[src/rtl/druaga_vid_pkg.sv]
// druaga_vid_pkg: default raster timing and colour expansion helpers for the Druaga video path.
package druaga_vid_pkg;
  localparam int DEF_H_TOTAL  = 384;
  localparam int DEF_H_ACTIVE = 288;
  localparam int DEF_HS_START = 304;
  localparam int DEF_HS_WIDTH = 32;
  localparam int DEF_V_TOTAL  = 264;
  localparam int DEF_V_ACTIVE = 224;
  localparam int DEF_VS_START = 240;
  localparam int DEF_VS_WIDTH = 3;
  localparam int DEF_PIPE_DLY = 2;

  function automatic logic [7:0] expand3to8(input logic [2:0] c);
    return {c, c, c[2:1]};
  endfunction

  function automatic logic [7:0] expand2to8(input logic [1:0] c);
    return {4{c}};
  endfunction
endpackage

[src/rtl/druaga_vid_delay.sv]
// druaga_vid_delay: W-bit, D-stage shift register with clock enable and async reset load value.
module druaga_vid_delay #(
  parameter int W = 4,
  parameter int D = 2,
  parameter logic [W-1:0] INIT = '0
) (
  input  logic         MCLK,
  input  logic         RESET,
  input  logic         ce,
  input  logic [W-1:0] d,
  output logic [W-1:0] q
);
  logic [D-1:0][W-1:0] sr;

  always_ff @(posedge MCLK or posedge RESET) begin
    if (RESET) begin
      sr <= {D{INIT}};
    end else if (ce) begin
      sr[0] <= d;
      for (int i = 1; i < D; i++) sr[i] <= sr[i-1];
    end
  end

  assign q = sr[D-1];
endmodule

[src/rtl/druaga_vid_timing.sv]
// druaga_vid_timing: pixel enable, raster counters and registered RGB/sync/blank output stage.
// Optional screen flip of PH/PV is built when DRUAGA_FLIP_EN is defined.
module druaga_vid_timing
  import druaga_vid_pkg::*;
#(
  parameter int H_TOTAL  = DEF_H_TOTAL,
  parameter int H_ACTIVE = DEF_H_ACTIVE,
  parameter int HS_START = DEF_HS_START,
  parameter int HS_WIDTH = DEF_HS_WIDTH,
  parameter int V_TOTAL  = DEF_V_TOTAL,
  parameter int V_ACTIVE = DEF_V_ACTIVE,
  parameter int VS_START = DEF_VS_START,
  parameter int VS_WIDTH = DEF_VS_WIDTH,
  parameter int PIPE_DLY = DEF_PIPE_DLY
) (
  input  logic       MCLK,
  input  logic       RESET,
  input  logic       FLIP,
  input  logic [7:0] POUT,
  output logic       CE_PIX,
  output logic [8:0] PH,
  output logic [8:0] PV,
  output logic [7:0] R,
  output logic [7:0] G,
  output logic [7:0] B,
  output logic       HSYNC,
  output logic       VSYNC,
  output logic       HBLANK,
  output logic       VBLANK
);
  localparam logic [8:0] HT1 = 9'(H_TOTAL - 1);
  localparam logic [8:0] HA  = 9'(H_ACTIVE);
  localparam logic [8:0] HSS = 9'(HS_START);
  localparam logic [8:0] HSE = 9'(HS_START + HS_WIDTH);
  localparam logic [8:0] VT1 = 9'(V_TOTAL - 1);
  localparam logic [8:0] VA  = 9'(V_ACTIVE);
  localparam logic [8:0] VSS = 9'(VS_START);
  localparam logic [8:0] VSE = 9'(VS_START + VS_WIDTH);

  logic [2:0] div;
  logic [8:0] hcnt, vcnt, h_next, v_next, ph_next, pv_next;
  logic       h_wrap, v_wrap, hb, vb, hs, vs, blank;
  logic [3:0] dly;

  always_ff @(posedge MCLK or posedge RESET) begin
    if (RESET) begin
      div    <= '0;
      CE_PIX <= 1'b0;
    end else begin
      div    <= div + 3'd1;
      CE_PIX <= div == 3'd7;
    end
  end

  always_comb begin
    h_wrap = hcnt == HT1;
    v_wrap = vcnt == VT1;
    h_next = h_wrap ? '0 : hcnt + 9'd1;
    v_next = h_wrap ? (v_wrap ? '0 : vcnt + 9'd1) : vcnt;
    hb     = hcnt >= HA;
    vb     = vcnt >= VA;
    hs     = hcnt >= HSS && hcnt < HSE;
    vs     = vcnt >= VSS && vcnt < VSE;
  end

`ifdef DRUAGA_FLIP_EN
  logic flip_q, flip_n;
  // Flip is only sampled on the frame wrap so a frame is never rendered half-flipped.
  assign flip_n  = (h_wrap && v_wrap) ? FLIP : flip_q;
  assign ph_next = (flip_n && h_next < HA) ? HA - 9'd1 - h_next : h_next;
  assign pv_next = (flip_n && v_next < VA) ? VA - 9'd1 - v_next : v_next;

  always_ff @(posedge MCLK or posedge RESET) begin
    if (RESET) flip_q <= 1'b0;
    else if (CE_PIX) flip_q <= flip_n;
  end
`else
  logic unused_flip;
  assign unused_flip = FLIP;
  assign ph_next     = h_next;
  assign pv_next     = v_next;
`endif

  always_ff @(posedge MCLK or posedge RESET) begin
    if (RESET) begin
      hcnt <= '0;
      vcnt <= '0;
      PH   <= '0;
      PV   <= '0;
    end else if (CE_PIX) begin
      hcnt <= h_next;
      vcnt <= v_next;
      PH   <= ph_next;
      PV   <= pv_next;
    end
  end

  druaga_vid_delay #(.W(4), .D(PIPE_DLY), .INIT(4'b1100)) u_dly (
    .MCLK  (MCLK),
    .RESET (RESET),
    .ce    (CE_PIX),
    .d     ({hb, vb, hs, vs}),
    .q     (dly)
  );

  assign blank = dly[3] | dly[2];

  // Final register aligns sync/blank with the colour sampled from POUT on the same edge.
  always_ff @(posedge MCLK or posedge RESET) begin
    if (RESET) begin
      R <= '0;
      G <= '0;
      B <= '0;
      {HBLANK, VBLANK, HSYNC, VSYNC} <= 4'b1100;
    end else if (CE_PIX) begin
      R <= blank ? '0 : expand3to8(POUT[7:5]);
      G <= blank ? '0 : expand3to8(POUT[4:2]);
      B <= blank ? '0 : expand2to8(POUT[1:0]);
      {HBLANK, VBLANK, HSYNC, VSYNC} <= dly;
    end
  end
endmodule

[config.mk]
export PLATFORM = sky130hd
export DESIGN_NAME = druaga_vid_timing
export DESIGN_NICKNAME = d
export VERILOG_FILES = /design/src/rtl/druaga_vid_pkg.sv /design/src/rtl/druaga_vid_delay.sv /design/src/rtl/druaga_vid_timing.sv
export SDC_FILE = /design/constraint.sdc
export NUM_CORES = 1
export LEC_CHECK = 0
export CORE_MARGIN = 5
export CORE_UTILIZATION = 48
export DETAILED_ROUTE_END_ITERATION = 8
export GPL_TIMING_DRIVEN = 0
export HOLD_SLACK_MARGIN = 0.05
export PLACE_DENSITY_LB_ADDON = 0.08
export SLEW_MARGIN = 20
export SYNTH_ARGS = -nofsm -noshare
export SYNTH_HDL_FRONTEND = slang
export SYNTH_HIERARCHICAL = 1
export SYNTH_SLANG_ARGS = --single-unit
export TNS_END_PERCENT = 30
[constraint.sdc]
create_clock -name MCLK -period 2.2 [get_ports MCLK]
set_input_delay 0.22 -clock MCLK [delete_from_list [all_inputs] [get_ports MCLK]]
set_output_delay 0.22 -clock MCLK [all_outputs]
set_load 0.1 [all_outputs]
== Word-level counts from Yosys, hierarchy flattened ==
Cells that the tools add are included.

* Memory bits (writable): 0
* Latch bits: 0
* Input bits: 11
* Memory bits (read-only): 0
* Register bits: 58
* Logic and storage cells: 34
* Memories: 0
* Output and inout port bits: 47

* Bitwise gates (word level): 1
* Add/sub/neg operators: 3
* Equal/unequal tests: 3
* Divide/modulo/power cells: 0
* $mul: 0
* Reductions and logical operators: 3
* Mux-type cells: 5
* Shift-type cells: 0
* Magnitude comparators: 6

{| class="wikitable"
|+ Operators with widths
! operator !! number
|-
| two-way mux 8 bit || 3
|-
| adder 9 x 1 -> 9 bit, second input constant || 2
|-
| == test 9 bit, second input constant || 2
|-
| greater-or-equal comparator 9 x 8 -> 1 bit, second input constant || 2
|-
| greater-or-equal comparator 9 bit, second input constant || 2
|-
| two-way mux 9 bit || 2
|-
| less-than comparator 9 x 8 -> 1 bit, second input constant || 1
|-
| less-than comparator 9 bit, second input constant || 1
|-
| adder 3 x 1 -> 3 bit, second input constant || 1
|-
| == test 3 bit, second input constant || 1
|-
| logical AND 1 bit || 2
|-
| AND reduction 2 bit || 1
|-
| OR 1 bit || 1
|}

== Depth between registers and ports, before layout ==
Gate-level depths: netlist of the first run.

* Depth after elaboration: 2
* Gate-level depth with buffers: 6
* Mapped depth without buffers: 5

== Hierarchy ==
Netlist of the first run, hierarchy kept.

{| class="wikitable"
|+ Modules (own cells, without submodules)
! module !! cells each !! instances !! area an instance (sq um) !! seq. area each (sq um)
|-
| druaga_vid_timing || 169 || 1 || 1,719.1 || 853.3
|-
| druaga_vid_delay || 22 || 1 || 370.4 || 205.2
|}

== Worst setup path after synthesis of the first run ==
OpenSTA, ideal clock, no wires.

* Path type: register to register
* From: reg hcnt[0]
* To: reg vcnt[6]
* Required time: 2.042 ns
* Buffers on the path: 1
* Stages on the path, launching flop included: 7
* Slack: -0.599 ns
* Setup time: 0.158 ns
* Data arrival time: 2.642 ns
* Clock period less this slack: 2.799 ns
* Cells stage by stage: dfrtp_1 ha_1 nand4_4 or3_1 buf_2 or4_4 xnor2_2

* Word-level cells in the longest chain between the ends: 2

{| class="wikitable"
|+ Ends and longest elaborated chain
! what !! RTL line !! text
|-
| start: declaration || druaga_vid_timing.sv:41 || <nowiki>logic [8:0] hcnt, vcnt, h_next, v_next, ph_next, pv_next;</nowiki>
|-
| start signal: assignment || druaga_vid_timing.sv:91 || <nowiki>hcnt <= h_next;</nowiki>
|-
| == test 9 bit || druaga_vid_timing.sv:56 || <nowiki>h_wrap = hcnt == HT1;</nowiki>
|-
| AND reduction 2 bit (no source line) || n/a ||
|-
| end signal: assignment || druaga_vid_timing.sv:92 || <nowiki>vcnt <= v_next;</nowiki>
|-
| end: declaration || druaga_vid_timing.sv:41 ||
|}

No other way between the ends.
A chain may end at the register's enable or synchronous reset.

==> results.yml, run 1 <==
outcome:
  status: "finished clean"
logic_synthesis:
  synth_cells: 191
  yosysSeqAreaShare_pct: 50.7
  ys_types: 35
  syn-num-nets: 208
  synth_area_um2: 2090
  syn-mean-instance-area_um2: 10.9
  synth_seq_cells: 42
  yosys_warnings: 6
cells_and_area:
  area_growth_pct: 36.9
  drive_gt1_share_pct: 28.6
  nets: 271
  final_cells: 307
  antenna_cells: 0
  finish.utilization_pct: 66.6
  num-fill-cells: 374
route:
  postRouteAntennaNets: 0
  drcViolationCount: 0
  wirelength_mm: 4.13
  vias: 1535
  drtIter0Drc: 71
  wl_per_cell_um: 13.5
  first_pass_iters: 4
  vias_per_cell: 5.00
global_routing:
  grt_pass1_vias: 1457
  antenna_found_initial: 0
  grt_busiest_layer: "met2"
  grt_max_degree: 35
  overflow: 0
  grt_use_met3_pct: 4.61
  grt_first_pass_wirelength_mm: 7.13
  met2_usage_pct: 23.2
  use_met1_pct: 20.3
  gr-usage-all-layers_pct: 15.0
pwr:
  switchingPower_w: 0.000452
  p_per_area_nw_per_um2: 533
  p_int_w: 0.00107
  p_total_w: 0.00153
  p_comb_share_pct: 17.8
  ir_worst_vdd_uv: 336
  p_leak_nw: 1.32
  p_sw_share_pct: 29.6
  seq_power_share_pct: 51.6
  clock_power_share_pct: 30.6
timing:
  period_share_pct: 97.4
  tightestPinTransition_ns: 0.980
  fin_skew_ns: 0.0105
  layout_min_cycle_time_ns: 2.14
  finalMaxSlewViolations: 0
  grt_setup_unrepaired: "no"
  hold_violations: 0
  hold_ws_ns: 0.207
  max_slew_margin_pct: 34.5
  setup-violations-final: 0
  timing.fmax_mhz: 467
worst_setup_path:
  worstPathMaxFanout: 5
  critPathLaunchType: "flip-flop"
  reg2reg_slack_ns: 0.11
  crit_path_top_delay_cell: "clkdlybuf4s50_1"
  critPathArrivalTime_ns: 1.92
  path_class: "reg2out"
  regToRegStartpoint: "hcnt[7]"
  worstPathRequired_ns: 1.98
  rr_worst_depth: 5
  cp_top_family: "buffers and inverters"
  critPathMaxStageDelay_ns: 1.11
  crit_chain: "buf_4, clkdlybuf4s50_1"
  reg2reg_to: "vcnt[6]"
  cp-end-kind: "output port"
  path_buf_inv: 2
placement:
  globalplace.congestion: 0.827
  place_hpwl_mm: 3.02
  place_inst: 299
  port_buffers: 56
floorplan:
  die_w_um: 76.0
  die_area_um2: 5770
  row_count: 24
  core_area_um2: 4290
  ios: 58
  die_y_um: 76.0
  start_util_pct: 48.7
clock_network:
  path_clk_slew_ns: 0.08
  cts_tree: "yes"
  clock_path_buffers: 2
  clk_latency_ns: 0.29
  cts-root-buf: "clkbuf_8"
  cts_buffers: 5
  ctsHoldBuffers: 0
  cts_num_sinks: 42
  htreeDepth: 2
hold_path:
  hold_path_class: "in2async"
flow_run:
  maxCapViolations: 0
==> synth_stat cells, drive strengths merged <==
cell    number  share of area (%)
mux2        15                9.5
xnor2        6                2.9
clkbuf       2               0.36
nand3b       2               0.72
nand2        9                1.6
nand2b       2               0.60
dfstp        6                7.5
inv         19                3.4
nand3       14                3.4
or4b         1               0.48
a22o         1               0.42
or3          2               0.60
a21oi        2               0.48
or4          2               0.90
ha           6                3.6
buf         23                8.3
o31a         1               0.42
xor2         2               0.84
nor3         5                1.2
nor4         2               0.90
nand4        3                1.6
a21bo        1               0.48
o31ai        2               0.72
or2b         1               0.36
o21ai       13                3.1
nor2        12                2.2
o22ai        1               0.30
dfrtp       36                 43
==> through the flow <==
stage | setup WS [ns] | setup TNS (ns) | area (µm²)
2_1_floorplan | -0.0224 | -0.0451 | 2140
3_3_place_gp | 0.0864 | 0 | 2770
3_5_place_dp | 0.0901 | 0 | 2770
4_1_cts | 0.000857 | 0 | 2850
5_1_grt | 0.000290 | 0 | 2860
6_report | 0.0572 | 0 | 2860
==> layout make-up <==
cell class	count	area [µm²]	share of cell area (%)
Sequential cell	42	1090	38.1
Multi-Input combinational cell	105	796	27.8
Timing Repair Buffer	56	568	19.9
Buffer	25	191	6.69
Clock buffer	8	80.1	2.80
Inverter	19	71.3	2.49
Tap cell	52	65.1	2.27
==> power by group through the flow <==
| stage | clock network, W | logic, W | registers, W |
|---|---|---|---|
| final | 0.000468 | 0.000271 | 0.000787 |
| after global routing | 0.000526 | 0.000282 | 0.000788 |
| after CTS | 0.000487 | 0.000275 | 0.000787 |
| after detailed placement | 0 | 0.000275 | 0.000802 |
| after global placement | 0 | 0.000273 | 0.000802 |
| after floorplan | 0 | 0.000153 | 0.000857 |
==> worst register-to-register path: cells and delay by family (launching register included) <==
family / cells / cell delay, ns
xor gates and xnor gates: 1 / 0.14
buffers and inverters: 1 / 0.15
DFF: 1 / 0.50
and+or+nand+nor: 3 / 1.18
==> timing repair <==
| item | in CTS | in global routing |
|---|---|---|
| resized for setup | 0 | 10 |
| endpoints found under the setup margin | 0 | 12 |
| buffers inserted | 0 | 0 |
==> registers in the layout (all words and copies together) (netlist names) <==
signal and flops:
HBLANK 1, CE_PIX 1, u_dly/sr 4, HSYNC 1, R 3, G 3
VBLANK 1, B 2, VSYNC 1, div 3, u_dly/q 4, hcnt 9
vcnt 9
==> cells by family after synthesis <==
kind of cell / count (synthesis) / share of synthesized area [%]
AND/OR/NAND/NOR: 55 / 14.5
buffers and inverters: 44 / 12.1
flip-flops: 42 / 50.7
AO/OA/AOI/OAI: 21 / 5.93
multiplexers: 15 / 9.52
XOR/XNOR: 8 / 3.71
adder cells (fa/ha/maj): 6 / 3.59
==> worst max path at each step <==
| stage | end | slack [ns] | cells after the start | from |
|---|---|---|---|---|
| finish | B[2] | 0.06 | 2 | B[6] |
| global route | G[7] | 0.0003 | 2 | G[4] |
| CTS | PV[6] | 0.0009 | 1 | vcnt[6] |
| detailed placement | vcnt[7] | 0.09 | 4 | hcnt[7] |
| global placement | vcnt[7] | 0.09 | 4 | hcnt[7] |
| floorplan | vcnt[6] | -0.02 | 6 | hcnt[0] |
==> cells in the final DEF, fill, tap and decap left out, drive strengths merged <==
cell type and instances:
o22ai 1, a21bo 1, or4 2, clkbuf 10
or2b 1, dlymetal6s2s 6, nand3b 2, or3 2
buf 26, nor3 5, nand3 14, nor2 12
mux2 15, clkdlybuf4s50 47, nand2 9, nand4 3
nand2b 2, inv 19, o31a 1, ha 6
a21oi 2, a22o 1, nor4 2, xor2 2
o31ai 2, dfrtp 36, xnor2 6, o21ai 13
or4b 1, dfstp 6
==> per-layer routing <==
layer | part of all wire, % | wire [µm]
met5 | 0 | 0
met4 | 1.1 | 45
met3 | 6.4 | 266
met2 | 46 | 1910
met1 | 46 | 1910
No activity file was read; power rests on OpenSTA's default activity.
==> inputs of run 2 (changes only) <==
--- a/config.mk
+++ b/config.mk
@@ -11,6 +11,7 @@
 export GPL_TIMING_DRIVEN = 0
 export HOLD_SLACK_MARGIN = 0.05
 export PLACE_DENSITY_LB_ADDON = 0.08
+export SKIP_CTS_REPAIR_TIMING = 1
 export SLEW_MARGIN = 20
 export SYNTH_ARGS = -nofsm -noshare
 export SYNTH_HDL_FRONTEND = slang
==> results of run 2 <==
Same layout as run 1: the final DEF is identical, and so are final timing and power.
==> RTL edit 1 (settings of run 1) <==
`DEF_PIPE_DLY`: 2 -> 1.
--- a/src/rtl/druaga_vid_pkg.sv
+++ b/src/rtl/druaga_vid_pkg.sv
@@ -10,3 +10,3 @@
   localparam int DEF_VS_WIDTH = 3;
-  localparam int DEF_PIPE_DLY = 2;
+  localparam int DEF_PIPE_DLY = 1;
 
Formal check against the unedited RTL: no difference found for any inputs over 10 cycles, from zero or initial values and one cycle with RESET high; that may be too few to reach the edited logic, so the function may still have changed.
==> RTL edit 1 against run 1 <==
  * Critical endpoint is now B[7]
  * Worst setup slack worse by 0.015 ns
  * Via count down 3.6%
  * Worst hold slack worse by 0.025 ns
  * Routed wire length down 0.29%
  * Area after synthesis down 10%
  * Largest power group unchanged
  * Maximum frequency down 0.69%
  * Final area down 7.8%
  * Sequential cell count down 4
  * Count of clock-buffer cells in the layout down 1
  * Highest routed layer unchanged
  * Total power up 2.2%
==> RTL edit 1: results (changes against run 1) <==
FFs w/ async S/R, synth=1.00 (unchanged); outcome=finished clean; gr usage total=0.162 (+0.0117); Synth Area in Compound Gates=0.0662 (+0.00694); initial DRC count=70 (-1.4%); global-route wire length before repair=6620 um (-7.1%); Mapped Cells=178 (-6.8%); number of H-tree levels=2 (unchanged); clock-pin slew on the worst setup and hold paths=0.07 ns; layout cells sized above 1=0.289 (+0.00298); worst reg2reg path depth=4 (-1); Detailed Routing Iterations Pass 1=4 (unchanged); Post-Synth XOR/XNOR Area=0.0415 (+0.00435); pin count of the biggest net entering global routing=35 (unchanged); Hold WC Path Type=in -> async; net count after synthesis=195 (-6.3%); Slowest Stage Delay on Critical Path=1.11 ns (about the same); clk_skew=0.00293 ns (-0.00753 ns); post-synth cell types=33 (-5.7%); Post-CTS Repair Setup Buffers=0 (unchanged); slowest stage cell, crit path=clkdlybuf4s50_1; fin cells=290 (-5.5%); Pleak=1.20 nW (-8.6%); largest cells by area after synthesis=dfrtp_1 (45%), buf_4 (6.8%), mux2_2 (6.6%); initial antenna violation count=0 (unchanged); worst skew pair latency=0.28 ns; worst vdd ir=0.000512 V (+52%); drt via density=5.10 (+2.1%); Core Area=3720 sq um (-13%); root buf cell=clkbuf_8; register area share after synthesis=0.511 (+0.00445); crit path DAT=1.94 ns (+0.02 ns); DP Wirelength=3000 um (-0.65%); Crit Path Max Fanout=5 (unchanged); Routed WL=4120 um (-0.29%); routability-driven placement congestion ratio=0.799 (-3.5%); Num CTS Buffers=5 (unchanged); Nets=258 (-4.8%); relative slew slack=0.338 (-0.00668); Synth warnings=6 (unchanged); PortBufs=56 (unchanged); Post-Synth Adder-Cell Area=0.0401 (+0.00421); commonest cells in the netlist=dfrtp_1 (34), inv_1 (19), buf_4 (17), nand3_1 (14), o21ai_0 (13); mux contribution to synthesized area=0.0662 (-0.0290); dpl cells=282 (-5.7%); Longest Clk Path Bufs=2 (unchanged); Ant. Diodes=0 (unchanged)
==> RTL edit 1: changes by cell type after synthesis <==
cell | run 1 | this run
mux2_4 | 8 | 0
buf_4 | 21 | 17
buf_6 | 1 | 0
dfstp_2 | 6 | 4
mux2_2 | 7 | 11
dfrtp_1 | 36 | 34
==> RTL edit 1: worst paths after layout <==
| kind | startpoint | end | slack, ns |
|---|---|---|---|
| worst max-delay path | B[5] | B[7] | 0.04 |
| worst min-delay path | RESET | u_dly/q[1] | 0.18 |
| worst max register to register | vcnt[3] | vcnt[5] | 0.16 |
| worst min register to register | div[0] | div[0] | 0.43 |
| max in group asynchronous | RESET | CE_PIX | 1.26 |
| min in group MCLK | div[0] | div[0] | 0.43 |
==> RTL edit 1: worst max-delay path, delay by kind of cell, from the launching register on <==
kind | cells | cell delay, ns
buf+inv | 2 | 1.24
flops | 1 | 0.41
==> RTL edit 1: timing repair <==
item | 4_1_cts | 5_1_grt
hold buffers | 0 | 0
endpoints found under the setup margin | 0 | 18
resized for setup | 0 | 16
endpoints found under the hold margin | 0 | 0
==> RTL edit 1: cell families (layout without fill, tap and decap cells) <==
group                      count (synthesis)  count (layout)
DFF                                       38              38
muxes                                     11              11
xor gates and xnor gates                   8               8
buffers and inverters                     39             103
adders and majority gates                  6               6
and+or+nand+nor                           55              55
AOI/OAI and AO/OA                         21              21
==> RTL edit 1: stage by stage <==
stage           util  total power, W  area (sq um)  setup slack [ns]
2_1_floorplan      -        0.000933          1920           -0.0357
3_3_place_gp   0.684        0.000999          2540             0.169
3_5_place_dp   0.684         0.00100          2540             0.152
4_1_cts        0.712         0.00157          2650            0.0143
5_1_grt        0.710         0.00161          2640          -0.00167
6_report       0.710         0.00156          2640            0.0422
==> RTL edit 1: routing by layer <==
metal,vias to the layer above,global-route usage,wire length (um)
li1,704,-,-
met1,729,0.192,1720
met2,42,0.276,2090
met3,5,0.0443,267
met4,0,0.0656,38
met5,-,0,0
==> RTL edit 1: where the power goes <==
part / total [W] / internal (W) / switching, W
clock network: 0.000576 / 0.000339 / 0.000237
logic: 0.000269 / 0.0000668 / 0.000202
registers: 0.000714 / 0.000706 / 0.00000785
total: 0.00156 / 0.00111 / 0.000447
==> RTL edit 1: area by class of cell <==
cell class                      count  area [sq um]
Fill cell                         275          1080
Sequential cell                    38           982
Multi-Input combinational cell    101           721
Timing Repair Buffer               56           548
Buffer                             20           150
Clock buffer                        7          76.3
Inverter                           19          71.3
Tap cell                           48          60.1
Clock inverter                      1          30.0
==> RTL edit 2 (settings of run 1) <==
Without the edit above. One comparison of `vcnt` changes from == to >=.
--- a/src/rtl/druaga_vid_timing.sv
+++ b/src/rtl/druaga_vid_timing.sv
@@ -56,3 +56,3 @@
     h_wrap = hcnt == HT1;
-    v_wrap = vcnt == VT1;
+    v_wrap = vcnt >= VT1;
     h_next = h_wrap ? '0 : hcnt + 9'd1;
Function: same outputs for any inputs over 10 cycles, from zero or initial values and one cycle with RESET high; that may be too few to reach the edited logic, so the function may still have changed.
==> RTL edit 2 against run 1 <==
  * Sequential power about the same
  * Maximum frequency about the same
  * Final area shrank 0.35%
  * Via count increased by 7.6%
  * Routed wire length rose by 9.4%
  * Total power increased by 3.4%
  * Clock skew fell by 0.0064 ns
  * Area after synthesis increased by 2.0%
  * Worst setup slack gained 0.0019 ns
  * Clock power rose by 11%
  * Synthesized cell count increased by 3.7%
  * Sequential cell count unchanged
  * Critical path type unchanged
  * Critical endpoint is now G[3]
  * Largest cell class unchanged
==> RTL edit 2: results (changes against run 1) <==
initial DRC count=70 (-1.4%); Pleak=1.38 nW (+4.6%); Hold WC Path Type=in -> async; utilization after layout=0.659 (-0.00694); Detailed Routing Iterations Pass 1=4 (unchanged); relative slew slack=0.339 (-0.00639); worst skew pair latency=0.30 ns; outcome=finished clean; largest registers=hcnt (9), vcnt (9); global-route wire length before repair=7740 um (+8.6%); largest cells by area after synthesis=dfrtp_1 (42%), dfstp_2 (7.4%), buf_4 (7.0%); clk_skew=0.00408 ns (-0.00638 ns); drt wl/cell=14.4 um (+7.0%); register area share after synthesis=0.497 (-0.00982); layout cells sized above 1=0.256 (-0.0305); worst vdd ir=0.000347 V (+3.1%); Routed WL=4520 um (+9.4%); Nets=278 (+2.6%); Vias=1652 (+7.6%); # fillers=366 (-2.1%); routability-driven placement congestion ratio=0.842 (+1.8%); commonest cells in the netlist=dfrtp_1 (36), buf_4 (20), inv_1 (17), o21ai_0 (17), nand3_1 (13); vias in the first global route=1539 (+5.6%); dpl cell area=2760 sq um (-0.23%); post-synth cell types=42 (+20%); predominant post-synthesis flop cell=dfrtp_1; clock-pin slew on the worst setup and hold paths=0.08 ns (about the same); dpl cells=306 (+2.3%); Crit Path Max Fanout=4 (-1); Mapped Cells=198 (+3.7%); net count after synthesis=215 (+3.4%); gr usage total=0.164 (+0.0137); DP Wirelength=3300 um (+9.2%); P_int=0.00110 W (+2.4%); Ant. Diodes=0 (unchanged); flop2flop setup slack=0.24 ns (+0.13 ns)
-- RTL edit 2: cell count changes after synthesis, sizes merged, moves of 2 or more --
cell | run 1 | this run
nand2 | 9 | 11
xnor2 | 6 | 3
nor2 | 12 | 9
a21oi | 2 | 4
o22ai | 1 | 3
inv | 19 | 17
nor4 | 2 | 0
mux2 | 15 | 12
or4 | 2 | 0
a32o | 0 | 2
o21ai | 13 | 18
-- RTL edit 2: cell type report --
| class | count | area share |
|---|---|---|
| Sequential cell | 42 | 0.373 |
| Multi-Input combinational cell | 113 | 0.290 |
| Timing Repair Buffer | 56 | 0.194 |
| Buffer | 26 | 0.0641 |
| Clock buffer | 6 | 0.0290 |
| Tap cell | 52 | 0.0228 |
| Inverter | 17 | 0.0224 |
| Clock inverter | 2 | 0.00439 |
-- RTL edit 2: path summary, 6_finish.rpt --
check	start	endpoint	cells after the start
worst max-delay path	G[6]	G[3]	2
worst min-delay path	RESET	u_dly/sr[1]	2
worst max register to register	vcnt[0]	vcnt[4]	5
worst min register to register	div[0]	div[0]	1
max in group asynchronous	RESET	vcnt[1]	2
min in group MCLK	div[0]	div[0]	1
-- RTL edit 2: cell families after synthesis --
| logic type | after synthesis | share of synthesized area |
|---|---|---|
| compound gates | 38 | 0.120 |
| simple gates | 53 | 0.139 |
| xor+xnor | 4 | 0.0164 |
| buf+inv | 43 | 0.116 |
| mux | 12 | 0.0775 |
| flops | 42 | 0.497 |
| fa+ha+maj | 6 | 0.0352 |
-- RTL edit 2: per-stage QoR --
step,setup slack [ns],hold WS [ns]
global placement,0.239,0.418
global route,0.000660,0.241
CTS,0.00621,0.205
detailed placement,0.243,0.417
finish,0.0591,0.203
floorplan,-0.0326,0.0328
-- RTL edit 2: repair_timing --
action                                  CTS  global route
gates resized for setup                   9            11
endpoints found under the setup margin    9            11
hold buffers                              0             0
-- RTL edit 2: power groups by stage --
| stage | Sequential (W) | Clock [W] | Combinational, W |
|---|---|---|---|
| after floorplan | 0.000856 | 0 | 0.000153 |
| after detailed placement | 0.000802 | 0 | 0.000275 |
| after global placement | 0.000801 | 0 | 0.000273 |
| final | 0.000786 | 0.000521 | 0.000270 |
| after CTS | 0.000787 | 0.000538 | 0.000275 |
| after global routing | 0.000788 | 0.000582 | 0.000280 |
-- RTL edit 2: worst max-delay path, stage by stage, from the launching register on --
cell and delay (ns):
dfrtp_1 0.39, buf_4 0.12, clkdlybuf4s50_1 1.11
-- RTL edit 2: per-layer routing --
metal / GRT usage / vias up / routed length [um]
met5: 0 / - / 0
met4: 0.0682 / 0 / 94
met3: 0.0461 / 10 / 270
met2: 0.248 / 63 / 2030
met1: 0.219 / 790 / 2130
li1: - / 789 / -
